**config.mk**
```make
export PLATFORM = sky130hd
export DESIGN_NAME = multi_cycle_control_unit
export DESIGN_NICKNAME = d
export VERILOG_FILES = /design/src/rtl/multi_cycle_control_unit.sv
export SDC_FILE = /design/constraint.sdc
export NUM_CORES = 1
export LEC_CHECK = 0
export CAP_MARGIN = 20
export CORE_ASPECT_RATIO = 0.6
export CORE_MARGIN = 4
export CORE_UTILIZATION = 40
export CTS_BUF_LIST = sky130_fd_sc_hd__clkbuf_8 sky130_fd_sc_hd__clkbuf_16
export DETAILED_ROUTE_END_ITERATION = 8
export PLACE_DENSITY = 0.81
export SLEW_MARGIN = 20
export SYNTH_ARGS = -nofsm -noshare
export SYNTH_HDL_FRONTEND = slang
export SYNTH_SLANG_ARGS = --single-unit
```
**constraint.sdc**
```tcl
create_clock -name clock -period 1.9 [get_ports clock]
set_clock_uncertainty 0.1 [all_clocks]
set_input_delay 0.19 -clock clock [delete_from_list [all_inputs] [get_ports clock]]
set_output_delay 0.19 -clock clock [all_outputs]
set_load 0.02 [all_outputs]
```
**src/rtl/multi_cycle_control_unit.sv**
```systemverilog
// Multi-cycle CPU control FSM: FETCH/DECODE/EXEC/MEM/WB/HALT with a retired-instruction counter.
// Define ILLEGAL_TRAP_EN to trap illegal opcodes into HALT with a sticky illegal_op flag.
module multi_cycle_control_unit #(
  parameter int OPCODE_WIDTH     = 4,
  parameter int RETIRE_CNT_WIDTH = 16
) (
  input  logic                        clock,
  input  logic                        reset,
  input  logic [OPCODE_WIDTH-1:0]     opcode,
  input  logic                        zero_flag,
  input  logic                        mem_ready,
  output logic                        pc_write,
  output logic                        ir_write,
  output logic                        mem_read,
  output logic                        mem_write,
  output logic                        iord,
  output logic                        reg_write,
  output logic                        mem_to_reg,
  output logic                        reg_dst,
  output logic                        alu_src_a,
  output logic [1:0]                  alu_src_b,
  output logic [1:0]                  alu_op,
  output logic [1:0]                  pc_src,
  output logic                        halted,
  output logic                        illegal_op,
  output logic [2:0]                  state_out,
  output logic [RETIRE_CNT_WIDTH-1:0] retired_count
);

  typedef enum logic [2:0] {
    S_FETCH  = 3'd0,
    S_DECODE = 3'd1,
    S_EXEC   = 3'd2,
    S_MEM    = 3'd3,
    S_WB     = 3'd4,
    S_HALT   = 3'd5
  } state_t;

  localparam logic [OPCODE_WIDTH-1:0] OP_ADD   = OPCODE_WIDTH'(0);
  localparam logic [OPCODE_WIDTH-1:0] OP_ADDI  = OPCODE_WIDTH'(1);
  localparam logic [OPCODE_WIDTH-1:0] OP_LOAD  = OPCODE_WIDTH'(2);
  localparam logic [OPCODE_WIDTH-1:0] OP_STORE = OPCODE_WIDTH'(3);
  localparam logic [OPCODE_WIDTH-1:0] OP_BEQ   = OPCODE_WIDTH'(4);
  localparam logic [OPCODE_WIDTH-1:0] OP_JMP   = OPCODE_WIDTH'(5);
  localparam logic [OPCODE_WIDTH-1:0] OP_HALT  = OPCODE_WIDTH'(15);

  state_t state;
  state_t next_state;
  logic   retire_inc;
  logic   op_legal;

  assign state_out = state;
  assign op_legal  = (opcode == OP_ADD) || (opcode == OP_ADDI) || (opcode == OP_LOAD) ||
                     (opcode == OP_STORE) || (opcode == OP_BEQ) || (opcode == OP_JMP);

`ifdef ILLEGAL_TRAP_EN
  logic trap;
  logic illegal_q;
  assign illegal_op = illegal_q;
`else
  assign illegal_op = 1'b0;
`endif

  always_comb begin
    pc_write   = 1'b0;
    ir_write   = 1'b0;
    mem_read   = 1'b0;
    mem_write  = 1'b0;
    iord       = 1'b0;
    reg_write  = 1'b0;
    mem_to_reg = 1'b0;
    reg_dst    = 1'b0;
    alu_src_a  = 1'b0;
    alu_src_b  = 2'b00;
    alu_op     = 2'b00;
    pc_src     = 2'b00;
    halted     = 1'b0;
    retire_inc = 1'b0;
    next_state = state;
`ifdef ILLEGAL_TRAP_EN
    trap       = 1'b0;
`endif
    case (state)
      S_FETCH: begin
        mem_read  = 1'b1;
        alu_src_b = 2'b01;
        if (mem_ready) begin
          ir_write   = 1'b1;
          pc_write   = 1'b1;
          next_state = S_DECODE;
        end
      end
      S_DECODE: begin
        // Precompute the branch target while the opcode is being decoded
        alu_src_b = 2'b10;
        if (opcode == OP_HALT) begin
          next_state = S_HALT;
        end else if (op_legal) begin
          next_state = S_EXEC;
        end else begin
`ifdef ILLEGAL_TRAP_EN
          trap       = 1'b1;
          next_state = S_HALT;
`else
          retire_inc = 1'b1;
          next_state = S_FETCH;
`endif
        end
      end
      S_EXEC: begin
        next_state = S_FETCH;
        if (opcode == OP_ADD) begin
          alu_src_a  = 1'b1;
          alu_op     = 2'b10;
          next_state = S_WB;
        end else if (opcode == OP_ADDI || opcode == OP_LOAD || opcode == OP_STORE) begin
          alu_src_a  = 1'b1;
          alu_src_b  = 2'b10;
          next_state = (opcode == OP_ADDI) ? S_WB : S_MEM;
        end else if (opcode == OP_BEQ) begin
          alu_src_a = 1'b1;
          alu_op    = 2'b01;
          pc_src    = 2'b01;
          pc_write  = zero_flag;
        end else if (opcode == OP_JMP) begin
          pc_src   = 2'b10;
          pc_write = 1'b1;
        end
        retire_inc = (next_state == S_FETCH);
      end
      S_MEM: begin
        iord      = 1'b1;
        mem_read  = (opcode == OP_LOAD);
        mem_write = (opcode == OP_STORE);
        if (mem_ready) begin
          next_state = (opcode == OP_LOAD) ? S_WB : S_FETCH;
          retire_inc = (opcode != OP_LOAD);
        end
      end
      S_WB: begin
        reg_write  = 1'b1;
        reg_dst    = (opcode == OP_ADD);
        mem_to_reg = (opcode == OP_LOAD);
        retire_inc = 1'b1;
        next_state = S_FETCH;
      end
      S_HALT: begin
        halted = 1'b1;
      end
      default: next_state = S_FETCH;
    endcase
  end

  always_ff @(posedge clock) begin
    if (reset) begin
      state         <= S_FETCH;
      retired_count <= '0;
`ifdef ILLEGAL_TRAP_EN
      illegal_q     <= 1'b0;
`endif
    end else begin
      state <= next_state;
      if (retire_inc) retired_count <= retired_count + RETIRE_CNT_WIDTH'(1);
`ifdef ILLEGAL_TRAP_EN
      if (trap) illegal_q <= 1'b1;
`endif
    end
  end

endmodule

```
# [Word-level counts from Yosys, hierarchy flattened]
# Cells that the tools add are included.
[totals] out_inout_bits=36 reg_bits=19
[op_classes] addsub=1 n_eq_ne=14 bitwise=1 n_mux=44 n_reduce_logical=11
[ops] cell="2-to-1 mux 3 bit" n=8
[ops] cell="2-to-1 mux 1 bit" n=21
[ops] cell="2-to-1 mux 2 bit" n=10
[ops] cell="adder 16 x 1 -> 16 bit, second input constant" n=1
[ops] cell="case mux 3 bit (5 select lines)" n=1
[ops] cell="== test 4 x 2 -> 1 bit, second input constant" n=2
[ops] cell="== test 4 x 3 -> 1 bit, second input constant" n=2
[ops] cell="logical OR 1 bit" n=7
[ops] cell="== test 3 x 2 -> 1 bit, second input constant" n=2
[ops] cell="== test 3 bit, second input constant" n=2
[ops] cell="zero test 3 bit" n=2
[ops] cell="case mux 2 bit (3 select lines)" n=1
[ops] cell="== test 4 x 1 -> 1 bit, second input constant" n=1
[ops] cell="== test 4 bit, second input constant" n=1
[ops] cell="zero test 4 bit" n=1
[ops] cell="!= test 2 bit, second input constant" n=2
[ops] cell="!= test 4 x 2 -> 1 bit, second input constant" n=1
[ops] cell="case mux 1 bit (2 select lines)" n=2
[ops] cell="case mux 1 bit (4 select lines)" n=1
[ops] cell="== test 3 x 1 -> 1 bit, second input constant" n=1
[ops] cell="AND reduction 3 bit" n=1
[ops] cell="NOT 1 bit" n=1

# [Longest topological paths before layout]
# Gate-level depths: netlist of run 1.
[logic_depth] word_depth=9 mapped_depth=8

# [Least setup slack after synthesis of run 1]
# Ideal clock, no wire load.
[synth_path] path_type="register -> output" start="reg state[1], in the netlist state_out[1]" end="out pc_write" path_stages_with_launch=5 path_slack_ns=-0.161 required_ns=1.610 arrival_ns=1.771 cell_sequence="dfxtp_1 clkbuf_1 nor3_1 and2_1 o21bai_1"
[synth_between] elab_chain_len=2 word_cells_on_any_way=3
[synth_rtl] element="from (decl)" line="47" rtl="state_t state;"
[synth_rtl] element="from (signal assigned)" line="162" rtl="state <= next_state;"
[synth_rtl] element="== test 3 x 2 -> 1 bit / zero test 3 bit (equally long branches)" line="83" rtl="case (state)"
[synth_rtl] element="case mux 1 bit (2 select lines) (*)" line="83"
[synth_rtl] element="to (decl)" line="12" rtl="output logic pc_write,"
# Mark *: on every way between the ends. The rest lies on a longest branch, timed or not.

# [Worst setup path in the final report of run 1]
[layout_path] start="reg state[2], in the netlist state_out[2]" end="out reg_dst"
[layout_between] elab_chain_len=2
[layout_rtl] element="== test 3 bit" line="83"
[layout_rtl] element="2-to-1 mux 1 bit" line="83"
[layout_rtl] element="to (decl)" line="19" rtl="output logic reg_dst,"
# Every way passes these cells.

==> results of run 1 <==
-- how the worst max path moves through the flow --
stage                               endpoint  depth (start not counted)                 startpoint
4_1_cts        retired_count[9]$_SDFFE_PP0P_                          6  state_out[2]$_SDFFE_PP0P_
3_3_place_gp                    alu_src_b[1]                          6                  opcode[3]
5_1_grt                              reg_dst                          4  state_out[2]$_SDFFE_PP0P_
6_report                             reg_dst                          4  state_out[2]$_SDFFE_PP0P_
3_5_place_dp                    alu_src_b[1]                          6                  opcode[2]
2_1_floorplan  retired_count[6]$_SDFFE_PP0P_                          7  state_out[0]$_SDFFE_PP0P_
-- cells by family after synthesis --
family | synth area share, %
AO/OA/AOI/OAI | 23.76
multiplexers | 0.8089
adder cells (fa/ha/maj) | 1.011
flip-flops | 30.74
buffers and inverters | 9.706
AND/OR/NAND/NOR | 32.96
XOR/XNOR | 0.7079
other | 0.3030
-- where the power goes --
part	switching [mW]	internal (mW)
logic	0.107	0.0911
clock network	0.131	0.144
registers	0.00886	0.401
-- synth_stat cells, types with 2 or more instances --
cell       n  area [µm²]
buf_4      4       30.03
dfxtp_1   19       380.4
buf_6      5       56.30
nor2_1    15       56.30
and4_1     2       17.52
or4_1      3       22.52
o31ai_1    3       22.52
nor3_1     4       20.02
a21oi_1   20       100.1
nor2b_1    3       18.77
nor3b_1    2       15.01
o21bai_1   2       15.01
and2_1     2       12.51
o22ai_1    3       18.77
o21ai_0    5       25.02
o21ai_1    8       40.04
inv_1      5       18.77
clkbuf_1   3       11.26
nand4_1    2       12.51
nand3_1    8       40.04
or3_1     12       75.07
nand2_1   12       45.04
nand2b_1   2       12.51
-- area by class of cell --
| type | count | area (µm²) |
|---|---|---|
| Clock buffer | 3 | 41.29 |
| Clock inverter | 1 | 3.754 |
| Fill cell | 237 | 972.2 |
| Inverter | 5 | 18.77 |
| Multi-Input combinational cell | 126 | 809.5 |
| Sequential cell | 19 | 391.6 |
| Tap cell | 42 | 52.55 |
| Timing Repair Buffer | 69 | 619.3 |
-- per-layer routing --
metal,vias up,track usage [%],share of wire [%]
li1,710,-,-
met1,671,25.56,45
met2,56,30.47,48
met3,0,5.106,7.5
met4,0,2.528,0
met5,-,0,0
-- placed cells by master, fill, tap and decap left out, types with 3 or more instances in the layout --
| cell | netlist | layout |
|---|---|---|
| nor2b_1 | 3 | 3 |
| dfxtp_4 | 0 | 3 |
| o21ai_1 | 8 | 8 |
| nor3_1 | 4 | 3 |
| o22ai_1 | 3 | 3 |
| inv_1 | 5 | 6 |
| clkbuf_2 | 0 | 3 |
| o31ai_1 | 3 | 3 |
| or3_1 | 12 | 11 |
| nand2_1 | 12 | 12 |
| nor2_1 | 15 | 14 |
| dlygate4sd2_1 | 0 | 13 |
| o21ai_0 | 5 | 5 |
| buf_4 | 4 | 25 |
| clkdlybuf4s50_1 | 0 | 22 |
| nand3_1 | 8 | 8 |
| a21oi_1 | 20 | 17 |
| dfxtp_1 | 19 | 16 |
| clkbuf_8 | 0 | 3 |
-- flip-flops by register name, summed over array words and instances (netlist names) --
name	cells
retired_count	16
state_out	3
-- through the flow --
| step | worst slack, ns | area (µm²) | hold WS [ns] |
|---|---|---|---|
| 2_1_floorplan | 0.002656 | 1252 | 0.2661 |
| 5_1_grt | -0.01563 | 1937 | 0.4144 |
| 3_3_place_gp | -0.4358 | 1826 | 0.3842 |
| 3_5_place_dp | -0.4579 | 1826 | 0.3965 |
| 6_report | 0.04504 | 1937 | 0.4041 |
| 4_1_cts | 0.008966 | 1873 | 0.4062 |
-- tightest hold or removal path, stage by stage (launching register included) --
cell     delay, ns
dfxtp_1       0.33
o21ai_1       0.07
a21oi_1       0.06
-- repair_timing --
item | 4_1_cts | 5_1_grt
pin swaps | 0 | 5
endpoints found under the setup margin | 33 | 13
buffers inserted | 0 | 3
gates resized for setup | 32 | 20
==> results.cfg, run 1 <==
[floorplan]
die_area_mm2 = 0.004077
io_pins = 44
placement_rows = 15
start_util_pct = 42.54
die_x_um = 79.81
die_h_um = 51.09
core_area_mm2 = 0.002909

[synthesis]
ys_types = 42
ys_seq_area_share_pct = 30.74
syn-cell-area_mm2 = 0.001237
synthesis.nets = 172
synth-seq-cells = 19
syn_inst = 163
synth-edff-count = 0
synthArstFlopShare_pct = 0
synth-main-ff-cell = dfxtp_1
ys_warn_count = 0
synth.avg_cell_area_um2 = 7.592

[clock_network]
cts_tree = done
clk_latency_ns = 0.26
holdBufCountCts = 0
cts_made_buffers = 3
htree_levels = 1
cts_num_sinks = 19
root_buffer = clkbuf_8
clk_pin_slew_ns = 0.07
clockBufferDepth = 2

[critical_path]
ff2ff_path_depth = 6
cp_num_buf_inv = 2
slowest_stage = dfxtp_4
max_stage_delay_ns = 0.39
reg2reg_to = retired_count[9]$_SDFFE_PP0P_
end_kind = output port
worstSetupStartpointType = flip-flop
crit_arrival_ns = 1.56
required_ns = 1.61
reg2reg_from = state_out[2]$_SDFFE_PP0P_
worstPathCellList = buf_4 > nor3b_2 > and3_1 > dlygate4sd2_1
worstPathMaxFanout = 6
ff2ff_setup_slack_ns = 0.06
crit_type = flip-flop to output port
critPathTopFamily = buffers and inverters

[power]
peakVddDrop_uv = 409.5
p_leak_nw = 0.7737
finalPower_mw = 0.8822
powerDensity_mw_per_mm2 = 455.5

[layout]
fin_util_pct = 66.58
fin_cells = 265
drive_above_1_share_pct = 23.77
num_antenna_cells = 0
final_net_count = 233
area_growth_syn_to_layout_pct = 56.52

[job]
drv_cap = 0

[routing]
drt_iter0_drc = 178
drt_pass1_iterations = 5
drc = 0
via_per_inst = 5.423
detail_route.wl_per_cell_um = 15.40
via_count = 1437
totalWireLength_mm = 4.080
ant_nets = 0

[timing]
fin_setup_tns_ns = 0
drv_slew = 0
period_share_pct = 97.63
post-route-min-period_ns = 1.855
setup_violations = 0
fmax_ghz = 0.5391
final_hold_viol_count = 0

[placed_design]
io_buffer_count = 42
dp.cells = 258
hpwl_mm = 2.850
gp_congestion = 0.8957

[run_status]
status = complete, no violations

[grt]
grt_usage_pct = 18.76
antenna_found_initial = 0
grt_overflow = 0
grt_pass1_wl_mm = 6.099
grt_pass1_vias = 1306
grt_max_degree = 20

[min_path]
hold_path_depth = 2
hp-class = flip-flop to flip-flop
hold_path_end = retired_count[10]$_SDFFE_PP0P_
min_from = retired_count[10]$_SDFFE_PP0P_
Power figures use the tool's default switching activity.
==> inputs of run 2 (changes only) <==
--- a/config.mk
+++ b/config.mk
@@ -12,7 +12,7 @@
 export CTS_BUF_LIST = sky130_fd_sc_hd__clkbuf_8 sky130_fd_sc_hd__clkbuf_16
 export DETAILED_ROUTE_END_ITERATION = 8
 export PLACE_DENSITY = 0.81
-export SLEW_MARGIN = 20
+export SLEW_MARGIN = 30
 export SYNTH_ARGS = -nofsm -noshare
 export SYNTH_HDL_FRONTEND = slang
 export SYNTH_SLANG_ARGS = --single-unit
==> results of run 2 <==
The final DEF is identical to that of run 1; final timing and power are the same.
==> inputs of run 3 (changes only) <==
--- a/config.mk
+++ b/config.mk
@@ -8,10 +8,12 @@
 export CAP_MARGIN = 20
 export CORE_ASPECT_RATIO = 0.6
 export CORE_MARGIN = 4
-export CORE_UTILIZATION = 40
+export CORE_UTILIZATION = 44
 export CTS_BUF_LIST = sky130_fd_sc_hd__clkbuf_8 sky130_fd_sc_hd__clkbuf_16
+export CTS_CLUSTER_DIAMETER = 200
 export DETAILED_ROUTE_END_ITERATION = 8
-export PLACE_DENSITY = 0.81
+export GPL_TIMING_DRIVEN = 0
+export PLACE_DENSITY = 0.85
 export SLEW_MARGIN = 30
 export SYNTH_ARGS = -nofsm -noshare
 export SYNTH_HDL_FRONTEND = slang
==> constraint.sdc (replaced) <==
create_clock -name clock -period 2.1 [get_ports clock]
set_clock_uncertainty 0.1 [all_clocks]
set_input_delay 0.21 -clock clock [delete_from_list [all_inputs] [get_ports clock]]
set_output_delay 0.21 -clock clock [all_outputs]
set_load 0.02 [all_outputs]
==> run 3 against run 2 <==
  * Global-route usage grew 1.2 points
  * Sequential power shrank 9.8%
  * Setup slack gained 0.057 ns
  * Critical path type is now flip-flop to flip-flop
==> results.cfg, run 3 (synthesis gave the netlist of run 1 again) <==
[run_status]
status = complete, no violations

[critical_path]
crit_arrival_ns = 2.02
max_stage_delay_ns = 0.32
cp_num_buf_inv = 3
worstPathMaxFanout = 10
crit_type = flip-flop to flip-flop
slowest_stage = dfxtp_1
end_kind = flip-flop
reg2reg_from = state_out[0]$_SDFFE_PP0P_
cp_common_cell = buf_4
required_ns = 2.13
worstPathCellList = buf_4 > and2b_1 > and3b_1 > a221oi_2 > buf_4 > buf_6 > mux2i_1 > nor2_1
worstSetupStartpointType = flip-flop
ff2ff_path_depth = 8
reg2reg_to = retired_count[1]$_SDFFE_PP0P_
ff2ff_setup_slack_ns = 0.10
critPathTopFamily = buffers and inverters

[min_path]
hold_path_depth = 3
hp-class = input port to flip-flop
hold_path_end = state_out[1]$_SDFFE_PP0P_
min_from = opcode[3]

[power]
intPower_mw = 0.5666
power_switching_mw = 0.2189
clkPwrFrac_pct = 32.4
swShare_pct = 27.87
finalPower_mw = 0.7855
pwr-share-comb_pct = 20.5
peakVddDrop_uv = 491.5
p_leak_nw = 0.6862
powerDensity_mw_per_mm2 = 447.5
pwr-share-seq_pct = 47.1

[floorplan]
die_h_um = 49.08
start_util_pct = 47.73
core_area_mm2 = 0.002592
placement_rows = 14
io_pins = 44
die_area_mm2 = 0.003753
die_x_um = 76.47

[timing]
setup_violations = 0
final_hold_viol_count = 0
fmax_ghz = 0.5004
fin_setup_tns_ns = 0
grt_setup_unrepaired = no
drv_slew = 0
post-route-min-period_ns = 1.998
period_share_pct = 95.16

[grt]
grt_busiest_layer = met2
antenna_found_initial = 0
grt_pass1_vias = 1337
grt_pass1_wl_mm = 6.113
grt_use_met2_pct = 30.32
grtUsageMet3_pct = 5.351
grt_overflow = 0
grt_usage_pct = 19.93
grt_max_degree = 12
met1_usage_pct = 26.66

[clock_network]
cts_num_sinks = 19
clockBufferDepth = 2
holdBufCountCts = 0
cts_tree = done
cts_made_buffers = 3
clk_pin_slew_ns = 0.08
root_buffer = clkbuf_8
htree_levels = 1
clk_latency_ns = 0.26

[layout]
num_antenna_cells = 0
area_growth_syn_to_layout_pct = 41.86
final_net_count = 218
largest_reg_flops = 16
regMostFlops = retired_count
fin_util_pct = 67.71
drive_above_1_share_pct = 15.87
final_common_cell = clkdlybuf4s50_1
final_cell_mix = 23 x clkdlybuf4s50_1, 20 x a21oi_1, 18 x dfxtp_1

[routing]
via_count = 1413
totalWireLength_mm = 3.666
drt_iter0_drc = 215
via_per_inst = 5.888
drt_pass1_iterations = 4
drc = 0
ant_nets = 0
detail_route.wl_per_cell_um = 15.28

[job]
drv_cap = 0

[placed_design]
io_buffer_count = 39
hpwl_mm = 2.818
gp_congestion = 0.9869
-- run 3: cell types whose count changed in the layout (fill, tap and decap cells not counted), moves of 2 or more --
cell	previous run	this run
clkdlybuf4s15_1	2	0
a21oi_1	17	20
dfxtp_1	16	18
buf_4	25	7
dlygate4sd2_1	13	8
buf_6	0	5
dlymetal6s2s_1	0	3
dfxtp_4	3	0
a21oi_2	2	0
-- run 3: cell type report --
cell class | count | area (µm²)
Inverter | 5 | 18.77
Clock inverter | 1 | 5.005
Clock buffer | 3 | 41.29
Buffer | 13 | 106.4
Multi-Input combinational cell | 126 | 757.0
Timing Repair Buffer | 41 | 405.4
Tap cell | 32 | 40.04
Sequential cell | 19 | 381.6
Fill cell | 217 | 837.1
-- run 3: per-layer routing --
layer | vias to the layer above | share of wire [%]
met1 | 664 | 46
met2 | 64 | 45
met5 | - | 0
met3 | 6 | 7.0
met4 | 0 | 1.1
li1 | 679 | -
-- run 3: through the flow --
step	instance area [µm²]	instances	setup WS (ns)	hold WS, ns
floorplan	1237	163	0.01896	0.2935
global placement	1668	234	-0.4230	0.3762
detailed placement	1668	234	-0.5011	0.3916
CTS	1725	238	0.0006036	0.2109
global route	1755	240	0.002841	0.2170
finish	1755	240	0.1016	0.2184
-- run 3: worst max path at each step --
stage / from / end / slack, ns / cells past startpoint
CTS: opcode[1] / pc_write / 0.0006 / 6
floorplan: state_out[1]$_SDFFE_PP0P_ / pc_write / 0.02 / 4
global placement: opcode[1] / pc_src[0] / -0.42 / 7
finish: state_out[0]$_SDFFE_PP0P_ / retired_count[1]$_SDFFE_PP0P_ / 0.10 / 8
detailed placement: opcode[1] / pc_src[0] / -0.50 / 7
global route: state_out[0]$_SDFFE_PP0P_ / retired_count[1]$_SDFFE_PP0P_ / 0.003 / 8
-- run 3: power groups by stage --
stage	Combinational (mW)	Clock (mW)	Sequential, mW
6_report	0.161	0.254	0.370
5_1_grt	0.174	0.277	0.371
4_1_cts	0.150	0.264	0.370
3_5_place_dp	0.152	0	0.378
3_3_place_gp	0.149	0	0.378
2_1_floorplan	0.0897	0	0.383
-- run 3: tightest hold or removal path, stage by stage --
cell and delay (ns):
buf_6 0.12, o32a_1 0.16, nor2_1 0.04
-- run 3: repair_timing --
item	in CTS	in global routing
pin swaps	0	1
endpoints found under the setup margin	16	9
hold endpoints to repair	0	0
buffers inserted	0	2
gates resized for setup	28	10
cloned	0	0
==> edit 1 (config.mk and constraints of run 2) <==
Register the output `retired_count` once more, without a reset; this adds one clock of latency there. The other outputs are not delayed to match.
--- a/src/rtl/multi_cycle_control_unit.sv
+++ b/src/rtl/multi_cycle_control_unit.sv
@@ -43,6 +43,8 @@
   localparam logic [OPCODE_WIDTH-1:0] OP_BEQ   = OPCODE_WIDTH'(4);
   localparam logic [OPCODE_WIDTH-1:0] OP_JMP   = OPCODE_WIDTH'(5);
   localparam logic [OPCODE_WIDTH-1:0] OP_HALT  = OPCODE_WIDTH'(15);
+
+  logic [RETIRE_CNT_WIDTH-1:0] retired_count_s0;
 
   state_t state;
   state_t next_state;
@@ -154,18 +156,22 @@
   always_ff @(posedge clock) begin
     if (reset) begin
       state         <= S_FETCH;
-      retired_count <= '0;
+      retired_count_s0 <= '0;
 `ifdef ILLEGAL_TRAP_EN
       illegal_q     <= 1'b0;
 `endif
     end else begin
       state <= next_state;
-      if (retire_inc) retired_count <= retired_count + RETIRE_CNT_WIDTH'(1);
+      if (retire_inc) retired_count_s0 <= retired_count_s0 + RETIRE_CNT_WIDTH'(1);
 `ifdef ILLEGAL_TRAP_EN
       if (trap) illegal_q <= 1'b1;
 `endif
     end
   end
 
+  always_ff @(posedge clock) begin
+    retired_count <= retired_count_s0;
+  end
+
 endmodule
 
Behaviour: not the same (a bounded check fails within 4 cycles, from zero or initial values and one cycle with reset high).
==> edit 1 against run 2 <==
The run now ends with setup timing left. Cell area increased by 32%. Area after synthesis increased by 23%. Wire length increased by 30%. Sequential cell count increased by 16. Worst setup slack got worse by 0.22 ns. Total power increased by 85%. Highest routed layer is now met4.
==> edit 1: results (changes against run 2) <==
Worst setup path
  • CP Launch Point: opcode[0]
  • CP Capture Type: flip-flop
  • R2r setup slk: -0.17 ns (-0.23 ns)
  • End of the worst register-to-register path: retired_count_s0[10]
  • Crit-path max cell delay: 0.49 ns (+0.10 ns)
  • CP Max Fanout: 6 (unchanged)
  • CP arrival: 2.19 ns (+0.63 ns)
  • Crit Reg-Reg Startpoint: state_out[1]
  • Crit-path slowest cell: or4_4
  • Worst r2r path cells: 5 (-1)

Pwr
  • Leakage dissipation: 1.04 nW (+34%)
  • Max IR drop VDD: 0.507 mV (+24%)

GRT
  • GRT Overall Usage: 0.197 (+0.00973)
  • Pin count of the biggest net entering global routing: 16 (-20%)
  • Vias in the first global route: 1513 (+16%)
  • First-pass GRT wire length: 7450 um (+22%)

Clock network
  • CTS buffer count: 5 (+2)
  • CTS H-tree depth: 2 (+1)
  • Worst skew pair latency: 0.29 ns (+0.03 ns)

Routing
  • Met3 wire length: 433 um (+41%)
  • Uppermost layer routed: met4
  • Via-per-instance ratio: 5.57 (+2.7%)
  • Metal1 wirelength: 2360 um (+29%)
  • Met2 WL: 2420 um (+24%)
  • Initial DRC count: 134 (-25%)
  • DR WL/cell: 17.5 um (+14%)
  • Router iterations before antenna repair: 4 (-1)

Logic synthesis
  • Synth Warn #: 0 (unchanged)
  • Largest cells by area after synthesis: dfxtp_1, a21oi_1, nor2_1
  • Syn nets: 184 (+7.0%)
  • Sequential area share after synthesis: 0.460 (+0.152)
  • Commonest cells in the synthesized netlist: dfxtp_1, nor2_1, a21oi_1, nor3_1

Timing
  • Final worst slack: -0.176 ns (-0.221 ns)
  • Count of final setup violators: 18 (+18)

Run status
  • Failing checks: setup timing
  • Status: finished with violations

Worst hold path
  • Hold wc startpoint: retired_count_s0[15]

Place
  • RD Place Congestion: 0.950 (+6.1%)
  • Cell Area, Placed: 2210 sq um (+21%)
  • Post-DP HPWL: 3260 um (+14%)

Layout
  • Fraction of layout cells with a size suffix above 1: 0.395 (+0.157)
  • Filler cells: 274 (+16%)
  • Nets: 264 (+13%)
==> edit 1: cell types whose count changed in the layout (fill, tap and decap cells not counted), moves of 3 or more <==
cell	delta
a21oi_1	-12
buf_4	+13
nand3_1	-3
clkbuf_8	+3
a21oi_2	+6
dlygate4sd2_1	-5
and3_1	+3
mux2_4	+4
nand4_1	+3
buf_6	+9
o21ai_0	-4
dfxtp_1	+16
or3_1	-8
nand2_1	-5
==> edit 1: stage by stage <==
stage / setup slack [ns] / instances / TNS [ns] / util
final: -0.176 / 303 / -1.29 / 0.701
after global routing: -0.228 / 303 / -2.64 / 0.701
after CTS: -0.0805 / 297 / -0.491 / 0.649
after detailed placement: -0.552 / 285 / -10.85 / 0.604
after global placement: -0.525 / 285 / -9.63 / 0.604
after floorplan: -0.191 / 175 / -1.42 / -
==> edit 1: timing repair <==
| action | CTS | global route |
|---|---|---|
| buffers inserted | 3 | 6 |
| pin swaps | 6 | 14 |
| gates resized for setup | 53 | 59 |
| endpoints found under the setup margin | 33 | 27 |
| cloned | 1 | 0 |
| hold buffers | 0 | 0 |
==> edit 1: cells by family after synthesis <==
group,synth area share
buffers and inverters,0.0460
xor gates and xnor gates,0.00575
AOI/OAI and AO/OA,0.167
muxes,0.0435
adders and majority gates,0.00821
DFF,0.460
and+or+nand+nor,0.268
other,0.00246
==> edit 1: power breakdown <==
| part | total (mW) | internal (mW) | switching, mW |
|---|---|---|---|
| clock network | 0.557 | 0.287 | 0.270 |
| logic | 0.317 | 0.151 | 0.165 |
| registers | 0.757 | 0.745 | 0.0120 |
| total | 1.63 | 1.18 | 0.447 |
==> edit 1: cell type report <==
class | count | area share
Multi-Input combinational cell | 126 | 0.380
Clock inverter | 2 | 0.00341
Sequential cell | 35 | 0.275
Tap cell | 47 | 0.0229
Timing Repair Buffer | 84 | 0.282
Inverter | 3 | 0.00439
Clock buffer | 6 | 0.0322
==> edit 1: layer usage <==
metal	global-route usage	vias to the layer above
met5	0	-
met4	0.0416	0
met3	0.0725	10
met2	0.275	71
met1	0.288	810
li1	-	797
==> edit 1: critical path, delay by kind of cell <==
kind | cells | cell delay, ns
compound gates | 3 | 0.82
simple gates | 2 | 0.70
buf+inv | 1 | 0.46
==> edit 1: how the worst min path moves through the flow <==
stage / endpoint / slack [ns] / cells after the start
2_1_floorplan: retired_count[15] / 0.24 / 0
3_3_place_gp: retired_count[15] / 0.27 / 0
3_5_place_dp: retired_count[15] / 0.26 / 0
4_1_cts: retired_count[15] / 0.27 / 0
5_1_grt: retired_count[15] / 0.27 / 0
6_report: retired_count[15] / 0.27 / 0
==> edit 2 (settings of run 2) <==
Without the edit above. Add a define of `ILLEGAL_TRAP_EN`.
--- a/src/rtl/multi_cycle_control_unit.sv
+++ b/src/rtl/multi_cycle_control_unit.sv
@@ -1,5 +1,7 @@
 // Multi-cycle CPU control FSM: FETCH/DECODE/EXEC/MEM/WB/HALT with a retired-instruction counter.
 // Define ILLEGAL_TRAP_EN to trap illegal opcodes into HALT with a sticky illegal_op flag.
+`define ILLEGAL_TRAP_EN
+
 module multi_cycle_control_unit #(
   parameter int OPCODE_WIDTH     = 4,
   parameter int RETIRE_CNT_WIDTH = 16
Function: changed (a bounded check fails within 4 cycles, from zero or initial values and one cycle with reset high).
==> edit 2 against run 2 <==
Count of clock-buffer cells in the layout rose by 1. Wire length rose by 6.2%. Cell area shrank 0.52%. Total power grew 17%. First-iteration DRC count shrank 42%. Area after synthesis fell by 3.4%. Sequential cell count increased by 1. Largest cell class unchanged. Critical path type unchanged. Non-clock buffer count did not move. Worst setup slack got worse by 0.0079 ns.
==> edit 2: results (changes against run 2) <==
Run status
  • Status: finished clean

Logic synthesis
  • Fraction of registers with async set/reset: 0 (unchanged)
  • Sequential area share after synthesis: 0.335 (+0.0277)
  • Syn nets: 165 (-4.1%)
  • Synth Area in XOR/XNOR: 0.0147 (+0.00758)
  • Syn Area/Cell: 7.66 sq um (+0.90%)
  • Largest cells by area after synthesis: dfxtp_1, a21oi_1, nor2_1
  • Top cell type's share of synthesized area: 0.335 (+0.0277)
  • Mux share of post-synthesis cell area: 0.0262 (+0.0181)
  • Post-Synth Adder-Cell Area: 0.0105 (+0.000360)
  • Synth Area in Compound Gates: 0.228 (-0.00934)
  • Distinct cells, synth: 44 (+4.8%)
  • Commonest cells in the synthesized netlist: dfxtp_1, nor2_1, a21oi_1, o21ai_0, or3_1

Timing
  • Fin crit share: 0.980 (+0.00415)
  • Fin Hold WS: 0.382 ns (-0.0225 ns)
  • Worst-Margin Slew: 0.294 ns

Worst setup path
  • Crit Reg-Reg Startpoint: state_out[1]
  • Worst setup path endpoint: pc_write
  • CP Max Fanout: 7 (+1)
  • Crit-path slowest cell: dfxtp_2
  • Crit path max-delay family: simple AND/OR/NAND/NOR gates
  • R2r setup slk: 0.04 ns (-0.02 ns)
  • Worst r2r path cells: 5 (-1)
  • Crit-path max cell delay: 0.37 ns (-0.02 ns)
  • End of the worst register-to-register path: retired_count[5]

Layout
  • Biggest register: retired_count
  • Post-route cell area: 1930 sq um (-0.52%)
  • Fraction of layout cells with a size suffix above 1: 0.265 (+0.0272)
  • Filler cells: 233 (-1.7%)
  • Nets: 229 (-1.7%)
  • Number of flip-flops in the largest register: 16 (unchanged)

GRT
  • Vias in the first global route: 1414 (+8.3%)
  • First-pass GRT wire length: 6640 um (+8.9%)
  • GRT Overall Usage: 0.207 (+0.0199)
  • Pin count of the biggest net entering global routing: 17 (-15%)
  • Initial antenna violation count: 0 (unchanged)

Place
  • Inst Count DP: 255 (-1.2%)
  • Port buffer count: 43 (+2.4%)
  • Dpl ws: -0.409 ns (+0.0489 ns)
  • Post-DP HPWL: 2940 um (+3.2%)
  • Cell Area, Placed: 1820 sq um (-0.55%)
  • RD Place Congestion: 0.845 (-5.7%)

Pwr
  • Internal power: 0.737 mW (+16%)
  • PD cells: 536 nW/um^2 (+18%)
  • Seq. pwr: 0.444 mW (+8.3%)
  • Max IR drop VDD: 0.526 mV (+28%)
  • Logic gate share of total power: 0.253 (+0.029)
  • Leakage dissipation: 0.758 nW (-2.1%)

Clock network
  • CTS buffer count: 3 (unchanged)
  • CTS H-tree depth: 1 (unchanged)
  • Clock-pin slew on the worst setup and hold paths: 0.08 ns

Routing
  • Via-per-instance ratio: 5.67 (+4.5%)
  • Initial DRC count: 103 (-42%)
  • Via count of the routed design: 1479 (+2.9%)
  • WL final: 4330 um (+6.2%)
  • Router iterations before antenna repair: 4 (-1)

Worst hold path
  • Hold wc startpoint: retired_count[15]
  • Hold path endpoint: retired_count[15]
edit 2: final cells by class:
class	count	area share
Sequential cell	20	0.213
Clock buffer	4	0.0286
Multi-Input combinational cell	118	0.403
Tap cell	42	0.0273
Timing Repair Buffer	69	0.312
Inverter	8	0.0156
edit 2: per-layer routing:
| layer | routed length, um | part of all wire | up-vias | global-route usage |
|---|---|---|---|---|
| met4 | 91 | 0.021 | 0 | 0.0640 |
| met5 | 0 | 0 | - | 0 |
| met2 | 2020 | 0.47 | 49 | 0.346 |
| li1 | - | - | 697 | - |
| met3 | 259 | 0.060 | 12 | 0.0466 |
| met1 | 1960 | 0.45 | 721 | 0.268 |
edit 2: timing repair:
| action | CTS | global route |
|---|---|---|
| pin swaps | 0 | 4 |
| setup endpoints to repair | 30 | 14 |
| gates resized for setup | 27 | 20 |
| cloned | 0 | 1 |
| setup buffers | 0 | 1 |
